[src/rtl/ttt_game_ctrl.sv]
// Tic-tac-toe game controller: owns the 9-cell board, alternates turns, validates moves,
// and evaluates win/tie one cycle after each accepted move. Optional macro: MOVE_TIMEOUT_EN.
module ttt_game_ctrl #(
    parameter int TIMEOUT_CYCLES = 1000
) (
    input  logic        clk,
    input  logic        reset_n,
    input  logic        new_game,
    input  logic        move_valid,
    input  logic [3:0]  move_pos,
    output logic        move_ready,
    output logic [17:0] board,
    output logic [1:0]  turn,
    output logic [1:0]  status,
    output logic        game_over,
    output logic        move_err,
    output logic [3:0]  move_count
);

    typedef enum logic [1:0] {S_IDLE, S_TURN, S_EVAL, S_DONE} state_t;

    state_t      state_q, state_d;
    logic [17:0] board_q, board_d;
    logic [1:0]  player_q, player_d;
    logic [1:0]  status_q, status_d;
    logic [3:0]  count_q, count_d;
    logic        err_q, err_d;
    logic        legal;
    logic [1:0]  target_cell;
    logic [1:0]  win;

    if (TIMEOUT_CYCLES < 2) begin : g_bad_timeout
        $error("TIMEOUT_CYCLES must be at least 2");
    end

`ifdef MOVE_TIMEOUT_EN
    localparam int TW = $clog2(TIMEOUT_CYCLES);
    logic [TW-1:0] tmo_q, tmo_d;
`endif

    function automatic logic [1:0] cell_at(input logic [17:0] b, input logic [3:0] p);
        logic [1:0] c;
        c = 2'b00;
        for (int i = 0; i < 9; i++) begin
            if (p == 4'(i)) c = b[2*i +: 2];
        end
        return c;
    endfunction

    function automatic logic [1:0] line_owner(input logic [17:0] b, input int a, input int m,
                                              input int z);
        if (b[2*a +: 2] != 2'b00 && b[2*a +: 2] == b[2*m +: 2] && b[2*a +: 2] == b[2*z +: 2])
            return b[2*a +: 2];
        return 2'b00;
    endfunction

    // First matching line in row, column, diagonal order decides the owner.
    function automatic logic [1:0] find_winner(input logic [17:0] b);
        logic [1:0] w;
        w = line_owner(b, 0, 1, 2);
        if (w == 2'b00) w = line_owner(b, 3, 4, 5);
        if (w == 2'b00) w = line_owner(b, 6, 7, 8);
        if (w == 2'b00) w = line_owner(b, 0, 3, 6);
        if (w == 2'b00) w = line_owner(b, 1, 4, 7);
        if (w == 2'b00) w = line_owner(b, 2, 5, 8);
        if (w == 2'b00) w = line_owner(b, 0, 4, 8);
        if (w == 2'b00) w = line_owner(b, 2, 4, 6);
        return w;
    endfunction

    assign target_cell = cell_at(board_q, move_pos);
    assign legal       = move_valid && (move_pos <= 4'd8) && (target_cell == 2'b00);
    assign win         = find_winner(board_q);

    always_comb begin
        state_d  = state_q;
        board_d  = board_q;
        player_d = player_q;
        status_d = status_q;
        count_d  = count_q;
        err_d    = 1'b0;
`ifdef MOVE_TIMEOUT_EN
        tmo_d    = tmo_q;
`endif
        if (new_game) begin
            state_d  = S_TURN;
            board_d  = '0;
            player_d = 2'b01;
            status_d = 2'b00;
            count_d  = 4'd0;
`ifdef MOVE_TIMEOUT_EN
            tmo_d    = '0;
`endif
        end else begin
            case (state_q)
                S_TURN: begin
                    if (legal) begin
                        for (int i = 0; i < 9; i++) begin
                            if (move_pos == 4'(i)) board_d[2*i +: 2] = player_q;
                        end
                        count_d = count_q + 4'd1;
                        state_d = S_EVAL;
                    end else begin
                        err_d = move_valid;
`ifdef MOVE_TIMEOUT_EN
                        // Forfeit: the idle player's opponent takes the game.
                        if (tmo_q == TW'(TIMEOUT_CYCLES - 1)) begin
                            state_d  = S_DONE;
                            status_d = {player_q[0], player_q[1]};
                        end else begin
                            tmo_d = tmo_q + 1'b1;
                        end
`endif
                    end
                end
                S_EVAL: begin
                    if (win != 2'b00) begin
                        status_d = win;
                        state_d  = S_DONE;
                    end else if (count_q == 4'd9) begin
                        status_d = 2'b11;
                        state_d  = S_DONE;
                    end else begin
                        player_d = {player_q[0], player_q[1]};
                        state_d  = S_TURN;
`ifdef MOVE_TIMEOUT_EN
                        tmo_d    = '0;
`endif
                    end
                end
                default: ;
            endcase
        end
    end

    always_ff @(posedge clk or negedge reset_n) begin
        if (!reset_n) begin
            state_q  <= S_IDLE;
            board_q  <= '0;
            player_q <= 2'b01;
            status_q <= 2'b00;
            count_q  <= 4'd0;
            err_q    <= 1'b0;
`ifdef MOVE_TIMEOUT_EN
            tmo_q    <= '0;
`endif
        end else begin
            state_q  <= state_d;
            board_q  <= board_d;
            player_q <= player_d;
            status_q <= status_d;
            count_q  <= count_d;
            err_q    <= err_d;
`ifdef MOVE_TIMEOUT_EN
            tmo_q    <= tmo_d;
`endif
        end
    end

    assign move_ready = (state_q == S_TURN);
    assign turn       = (state_q == S_TURN) ? player_q : 2'b00;
    assign game_over  = (state_q == S_DONE);
    assign board      = board_q;
    assign status     = status_q;
    assign move_err   = err_q;
    assign move_count = count_q;

endmodule

[config.mk]
export PLATFORM = sky130hd
export DESIGN_NAME = ttt_game_ctrl
export DESIGN_NICKNAME = d
export VERILOG_FILES = /design/src/rtl/ttt_game_ctrl.sv
export SDC_FILE = /design/constraint.sdc
export NUM_CORES = 1
export LEC_CHECK = 0
export BUFFER_PORTS_ARGS = -buffer_cell sky130_fd_sc_hd__buf_2
export CORE_MARGIN = 2
export CORE_UTILIZATION = 55
export CTS_CLUSTER_DIAMETER = 100
export DETAILED_ROUTE_END_ITERATION = 10
export PLACE_DENSITY = 0.89
export SETUP_SLACK_MARGIN = 0.02
export SLEW_MARGIN = 5
export SYNTH_ARGS = -nofsm -noshare
export SYNTH_HDL_FRONTEND = slang
export SYNTH_SLANG_ARGS = --single-unit
[constraint.sdc]
create_clock -name clk -period 2.7 [get_ports clk]
set_input_delay 0 -clock clk [delete_from_list [all_inputs] [get_ports clk]]
set_output_delay 0 -clock clk [all_outputs]
set_load 0.01 [all_outputs]
* Word level (Yosys, flattened, before mapping)
Cells that the tools add are included.
** Word-level totals
- Bits in registers :: 29
- Input port bits :: 8
- Output and inout port bits :: 29
- Logic and storage cells :: 186
** Cells by class
- $add $sub $neg :: 1
- $lt $le $gt $ge :: 1
- Equal/unequal tests :: 31
- Multiplexer cells :: 79
- Reduce and logical (&&, ||, !) cells :: 60
** Operator list (count)
- two-way mux 2 bit :: 54
- two-way mux 18 bit :: 3
- nonzero test 2 bit :: 18
- == test 2 bit :: 16
- AND reduction 3 bit :: 10
- logical AND 1 bit :: 18
- two-way mux 1 bit :: 18
- == test 4 x 3 -> 1 bit (second input constant) :: 4
- zero test 2 bit :: 8
- two-way mux 4 bit :: 3
- == test 4 x 2 -> 1 bit (second input constant) :: 2
- == test 4 bit (second input constant) :: 2
- AND reduction 2 bit :: 3
- nonzero test 3 bit :: 2
- adder 4 x 1 -> 4 bit (second input constant) :: 1
- == test 2 bit (second input constant) :: 2
- == test 4 x 1 -> 1 bit (second input constant) :: 1
- <= comparator 4 bit (second input constant) :: 1
- zero test 4 bit :: 1
- != test 2 bit (second input constant) :: 2
- one-hot mux 2 bit (2 select lines) :: 1
- != test 3 x 2 -> 1 bit (second input constant) :: 1
- == test 2 x 1 -> 1 bit (second input constant) :: 1

* Depth between registers and ports, before layout
- Depth after elaboration :: 37
- Mapped depth :: 8
- Gate-level depth less buffers :: 8

* Worst setup path after synthesis
OpenSTA, ideal clock, no wires.
- Path type :: reg-to-reg
- Start :: reg board_q[4], in the netlist board[4]
- End :: reg status_q[1], in the netlist status[1]
- Setup time :: 96 ps
- Arrival time :: 2023 ps
- Data required time :: 2604 ps
- Slack :: 581 ps
- Cell stages (with the launch flop) :: 8
- Path buffers :: 1
- Clock period less this slack :: 2119 ps
- Cell sequence :: dfrtp_1 > buf_6 > or3_1 > a21oi_2 > o21ba_4 > mux2_4 > a211o_1 > a311oi_2
** On the way
- Longest elaborated chain between the ends :: 22
- Elaborated cells on any way between the ends :: 41
- Those cells by class :: 5 x eq/ne; 20 x mux; 16 x reduce/logical
** Ends and longest elaborated chain
- start: declaration :: RTL line 23 : logic [17:0] board_q, board_d;
- start signal: assignment :: RTL line 149 : board_q <= board_d;
- == test 2 bit :: RTL line 52 : if (b[2*a +: 2] != 2'b00 && b[2*a +: 2] == b[2*m +: 2] && b[2*a +: 2] == b[2*z +: 2])
- logical AND 1 bit :: RTL line 52
- two-way mux 1 bit :: RTL line 52
- two-way mux 2 bit :: RTL line 54 : return 2'b00;
- zero test 2 bit :: RTL line 61 : if (w == 2'b00) w = line_owner(b, 3, 4, 5);
- two-way mux 2 bit :: RTL line 61
- zero test 2 bit :: RTL line 62 : if (w == 2'b00) w = line_owner(b, 6, 7, 8);
- two-way mux 2 bit :: RTL line 62
- [6 not listed]
- zero test 2 bit :: RTL line 66 : if (w == 2'b00) w = line_owner(b, 0, 4, 8);
- two-way mux 2 bit :: RTL line 66
- zero test 2 bit :: RTL line 67 : if (w == 2'b00) w = line_owner(b, 2, 4, 6);
- two-way mux 2 bit * :: RTL line 67
- nonzero test 2 bit :: RTL line 117 : if (win != 2'b00) begin
- two-way mux 2 bit :: RTL line 117
- two-way mux 2 bit :: RTL line 95 : case (state_q)
- two-way mux 2 bit :: RTL line 85 : if (new_game) begin
- end signal: assignment :: RTL line 151 : status_q <= status_d;
- end: declaration :: RTL line 25 : logic [1:0] status_q, status_d;
Every way passes the cells marked *; elsewhere a longest branch is shown, timed or not. The select of a mux whose other input is x is not followed.
A chain may end at the register's enable or synchronous reset.

* Final worst setup path
- Start :: reg board_q[7], in the netlist board[7]
- End :: reg board_q[4], in the netlist board[4]
** On the way
- Longest elaborated chain between the ends :: 10
** Ends and longest elaborated chain
- two-way mux 2 bit (6 in a row) :: RTL line 45 : if (p == 4'(i)) c = b[2*i +: 2];
- zero test 2 bit :: RTL line 72 : assign legal = move_valid && (move_pos <= 4'd8) && (target_cell == 2'b00);
- logical AND 1 bit :: RTL line 72
- nonzero test 2 bit (no line)
- AND reduction 3 bit (no line)
Every way passes these cells.

==> out/results.md <==
| Stage | Result | Reported |
|---|---|---|
| floorplanning | I/O pin count | 37 |
| timing | Count of pins over their slew limit | 0 |
| cts | Post-CTS repair timing setup buffer count | 0 |
| placement | Detailed placement HPWL | 3470 microns |
| cts | Clock slew at reported path FFs | 0.09 ns |
| grt | Largest net degree at the start of global routing | 33 |
| grt | Wire length of the first global-routing pass | 8640 microns |
| logic synthesis | Library cell occupying the most area in the post-synthesis netlist | sky130_fd_sc_hd__dfrtp_1 |
| route | Aggregate routed wire length | 4960 microns |
| timing | Final Cycle Share | 0.833 |
| cts | Total of cells resized after clock tree synthesis | 0 |
| final layout | Layout cell share with drive strength beyond 1 | 0.233 |
| timing | Transition at the pin with the smallest max-transition slack | 0.633 ns |
| route | Drt first-iter violations | 138 |
| final layout | # nets final | 267 |
| floorplanning | Overall die area | 4050 sq um |
| grt | Initial antenna violation count | 0 |
| cts | Number of hold-repair buffers added at the cts stage | 2 |
| logic synthesis | Sequential fraction of the synthesis area | 0.371 |
| route | DR vias | 1,925 |
| logic synthesis | Nets in the synthesized netlist | 235 |
| placement | Number of buffers inserted by port buffering | 36 |
| min path | Path type of the worst min-delay path | in -> reg |
| logic synthesis | Share of synthesized flip-flops with an asynchronous set or reset | 1.00 |
| min path | Worst hold path cell count | 4 |
| timing | Slew HR | 0.578 |
| worst setup path | Endpoint arrival time on the critical path | 2.52 ns |
| final layout | Final standard cell utilization of the core | 0.660 |
| logic synthesis | Dominant synthesized flop cell | sky130_fd_sc_hd__dfrtp_1 |
| worst setup path | Worst Setup Path Type | reg -> reg |
| worst setup path | Top fanout value on the critical path | 18 |
| timing | Hold violation total from the final report | 0 |
| timing | Setup TNS after final layout | 0 ns |
| worst setup path | Worst setup SP type | register |
| logic synthesis | Average cell area after synthesis | 8.70 sq um |
| grt | Number of global-route vias before repair | 1,830 |
| logic synthesis | Area fraction of the dominant cell type after synthesis | 0.358 |
| pwr | Peak supply drop | 0.000454 V |
| route | Average wire length per cell after detail routing | 16.3 microns |
| floorplanning | Placement row count | 21 |
| job | Max cap viols | 0 |
| timing | Final period demand of the worst path | 2.25 ns |
| logic synthesis | Number of enable flip-flop cells after synthesis | 0 |
| worst setup path | CP Data Required Time | 2.97 ns |
| logic synthesis | Flip-flop and latch count after synthesis | 29 |
| grt | Final global-route overflow total | 0 |
| logic synthesis | Largest cells by area after synthesis | sky130_fd_sc_hd__dfrtp_1 36%, sky130_fd_sc_hd__nor2_1 6.5%, sky130_fd_sc_hd__a41oi_1 4.9% |
| logic synthesis | Distinct cell type count after synthesis | 53 |
| final layout | Area grow syn2layout | 14.3% |
| timing | Number of failing setup endpoints in the final timing report | 0 |
| worst setup path | R2R cell count | 6 |
| logic synthesis | Syn. warnings | 0 |
| final layout | Count of inserted antenna diode cells | 0 |
| outcome | Run status | finished, final reports clean |
| logic synthesis | Syn Std Cell Area | 1960 sq um |
| worst setup path | Critical path's largest stage delay | 0.53 ns |
| route | DRT antenna net count | 0 |
| floorplanning | Initial core utilization | 0.577 |
| worst setup path | Library cell contributing the largest single delay on the critical path | sky130_fd_sc_hd__or4_1 |
| floorplanning | Die X-Extent | 63.7 microns |
| logic synthesis | Most common library cells after synthesis | 34 x sky130_fd_sc_hd__nor2_1, 28 x sky130_fd_sc_hd__dfrtp_1, 18 x sky130_fd_sc_hd__nand3_1, 16 x sky130_fd_sc_hd__a21oi_1, 15 x sky130_fd_sc_hd__or3_1 |
| floorplanning | Die outline height | 63.7 microns |
| logic synthesis | Most numerous cell in the Yosys netlist | sky130_fd_sc_hd__nor2_1 |
| route | Residual DRC | 0 |
| worst setup path | Series of cell instances along the critical path | or4_1 > a31oi_1 > o21a_1 > buf_4 > a41oi_1 > nor2_1 |
| placement | RD Place Congestion | 0.883 |
| timing | Worst setup skew after layout | 0.0122 ns |
| worst setup path | Kind of end point of the critical path | register |
| grt | Combined global-route utilization of all metal layers | 0.269 |
| cts | Clk buf depth | 2 |
| timing | Setup repair after global routing missed its margin | false |
| pwr | Leak Pwr | 1.09 nW |
| cts | Root Buffer | sky130_fd_sc_hd__clkbuf_4 |
| cts | Clock tree from TritonCTS | yes |
| cts | Worst-skew pair later-pin latency | 0.33 ns |
| floorplanning | Placeable Area | 3390 sq um |
| cts | Clock Sink Count | 29 |
| route | Detailed-routing iteration count for the pre-antenna-repair pass | 5 |
| cts | H-tree level count | 2 |
| timing | Max frequency | 444 MHz |
| cts | Num CTS Buffers | 5 |
| pwr | Power per cell area | 442 nW/um^2 |
| route | Detailed-route vias per instance | 6.33 |
| logic synthesis | Gate count of the mapped netlist | 225 |
placed cells by master, fill, tap and decap left out, types with 4 or more instances in the layout:
master | Yosys | layout
sky130_fd_sc_hd__buf_2 | 5 | 36
sky130_fd_sc_hd__or3_1 | 15 | 15
sky130_fd_sc_hd__nand2b_1 | 5 | 5
sky130_fd_sc_hd__a21oi_1 | 16 | 16
sky130_fd_sc_hd__a31oi_1 | 9 | 9
sky130_fd_sc_hd__clkbuf_4 | 0 | 5
sky130_fd_sc_hd__nand3_1 | 18 | 18
sky130_fd_sc_hd__dfrtp_1 | 28 | 28
sky130_fd_sc_hd__inv_1 | 4 | 4
sky130_fd_sc_hd__nor2_1 | 34 | 34
sky130_fd_sc_hd__o21ai_0 | 4 | 4
sky130_fd_sc_hd__nor3_1 | 5 | 5
sky130_fd_sc_hd__and2_1 | 4 | 4
sky130_fd_sc_hd__a41oi_1 | 11 | 11
sky130_fd_sc_hd__a21o_1 | 5 | 5
sky130_fd_sc_hd__nor2b_1 | 5 | 5
kinds of logic after synthesis:
family	Yosys count	synth area share
multiplexers	4	0.0230
AO/OA/AOI/OAI	66	0.246
AND/OR/NAND/NOR	103	0.290
flip-flops	29	0.371
buffers and inverters	19	0.0473
XOR/XNOR	2	0.00895
adder cells (fa/ha/maj)	2	0.0128
critical path: cells and delay by family (launching register included):
family	cells	cell delay, ns
flops	1	0.47
buf+inv	1	0.25
compound gates	3	0.81
simple gates	2	0.65
stage by stage:
step	hold slack [ns]	cells	instance area (sq um)	total power, mW	setup slack (ns)
2_1_floorplan	-0.296	225	1960	0.569	0.581
5_1_grt	0.132	304	2240	1.04	0.231
4_1_cts	0.114	304	2240	0.994	0.468
6_report	0.135	304	2240	0.989	0.450
3_3_place_gp	0.0518	294	2130	0.616	0.517
3_5_place_dp	0.0514	294	2130	0.620	0.495
final cells by class:
type	instances	area (sq um)
clock buffer	7	55.1
clock inverter	1	30.0
fill	269	1150
inverter	4	15.0
multi-input combinational	177	1140
sequential	29	727
tap	46	57.6
timing repair buffer	40	215
final timing paths:
kind / to / slack (ns) / from
min reg2reg: move_count[3]$_DFFE_PN0P_ / 0.59 / move_count[3]$_DFFE_PN0P_
min: board[7]$_DFFE_PN0P_ / 0.14 / move_pos[3]
min in group asynchronous: board[12]$_DFFE_PN0P_ / 0.23 / reset_n
max in group asynchronous: board[15]$_DFFE_PN0P_ / 2.05 / reset_n
max reg2reg: board[4]$_DFFE_PN0P_ / 0.45 / board[7]$_DFFE_PN0P_
max: board[4]$_DFFE_PN0P_ / 0.45 / board[7]$_DFFE_PN0P_
per-layer routing:
metal	vias to the layer above	track usage	wire length (microns)	part of all wire
li1	912	-	-	-
met1	894	0.358	2070	0.42
met2	99	0.413	2330	0.47
met3	20	0.0589	410	0.083
met4	0	0.133	153	0.031
met5	-	0	0	0
power breakdown:
group          total, mW  switching, mW  internal [mW]
Sequential         0.469         0.0214          0.447
Clock              0.373          0.152          0.221
Combinational      0.147         0.0875         0.0597
state kept, by name (all words and copies together) (netlist names):
name	cells
move_err	1
player_q	2
move_count	4
state_q	2
board	18
status	2
No activity file was read; power rests on OpenSTA's default activity.
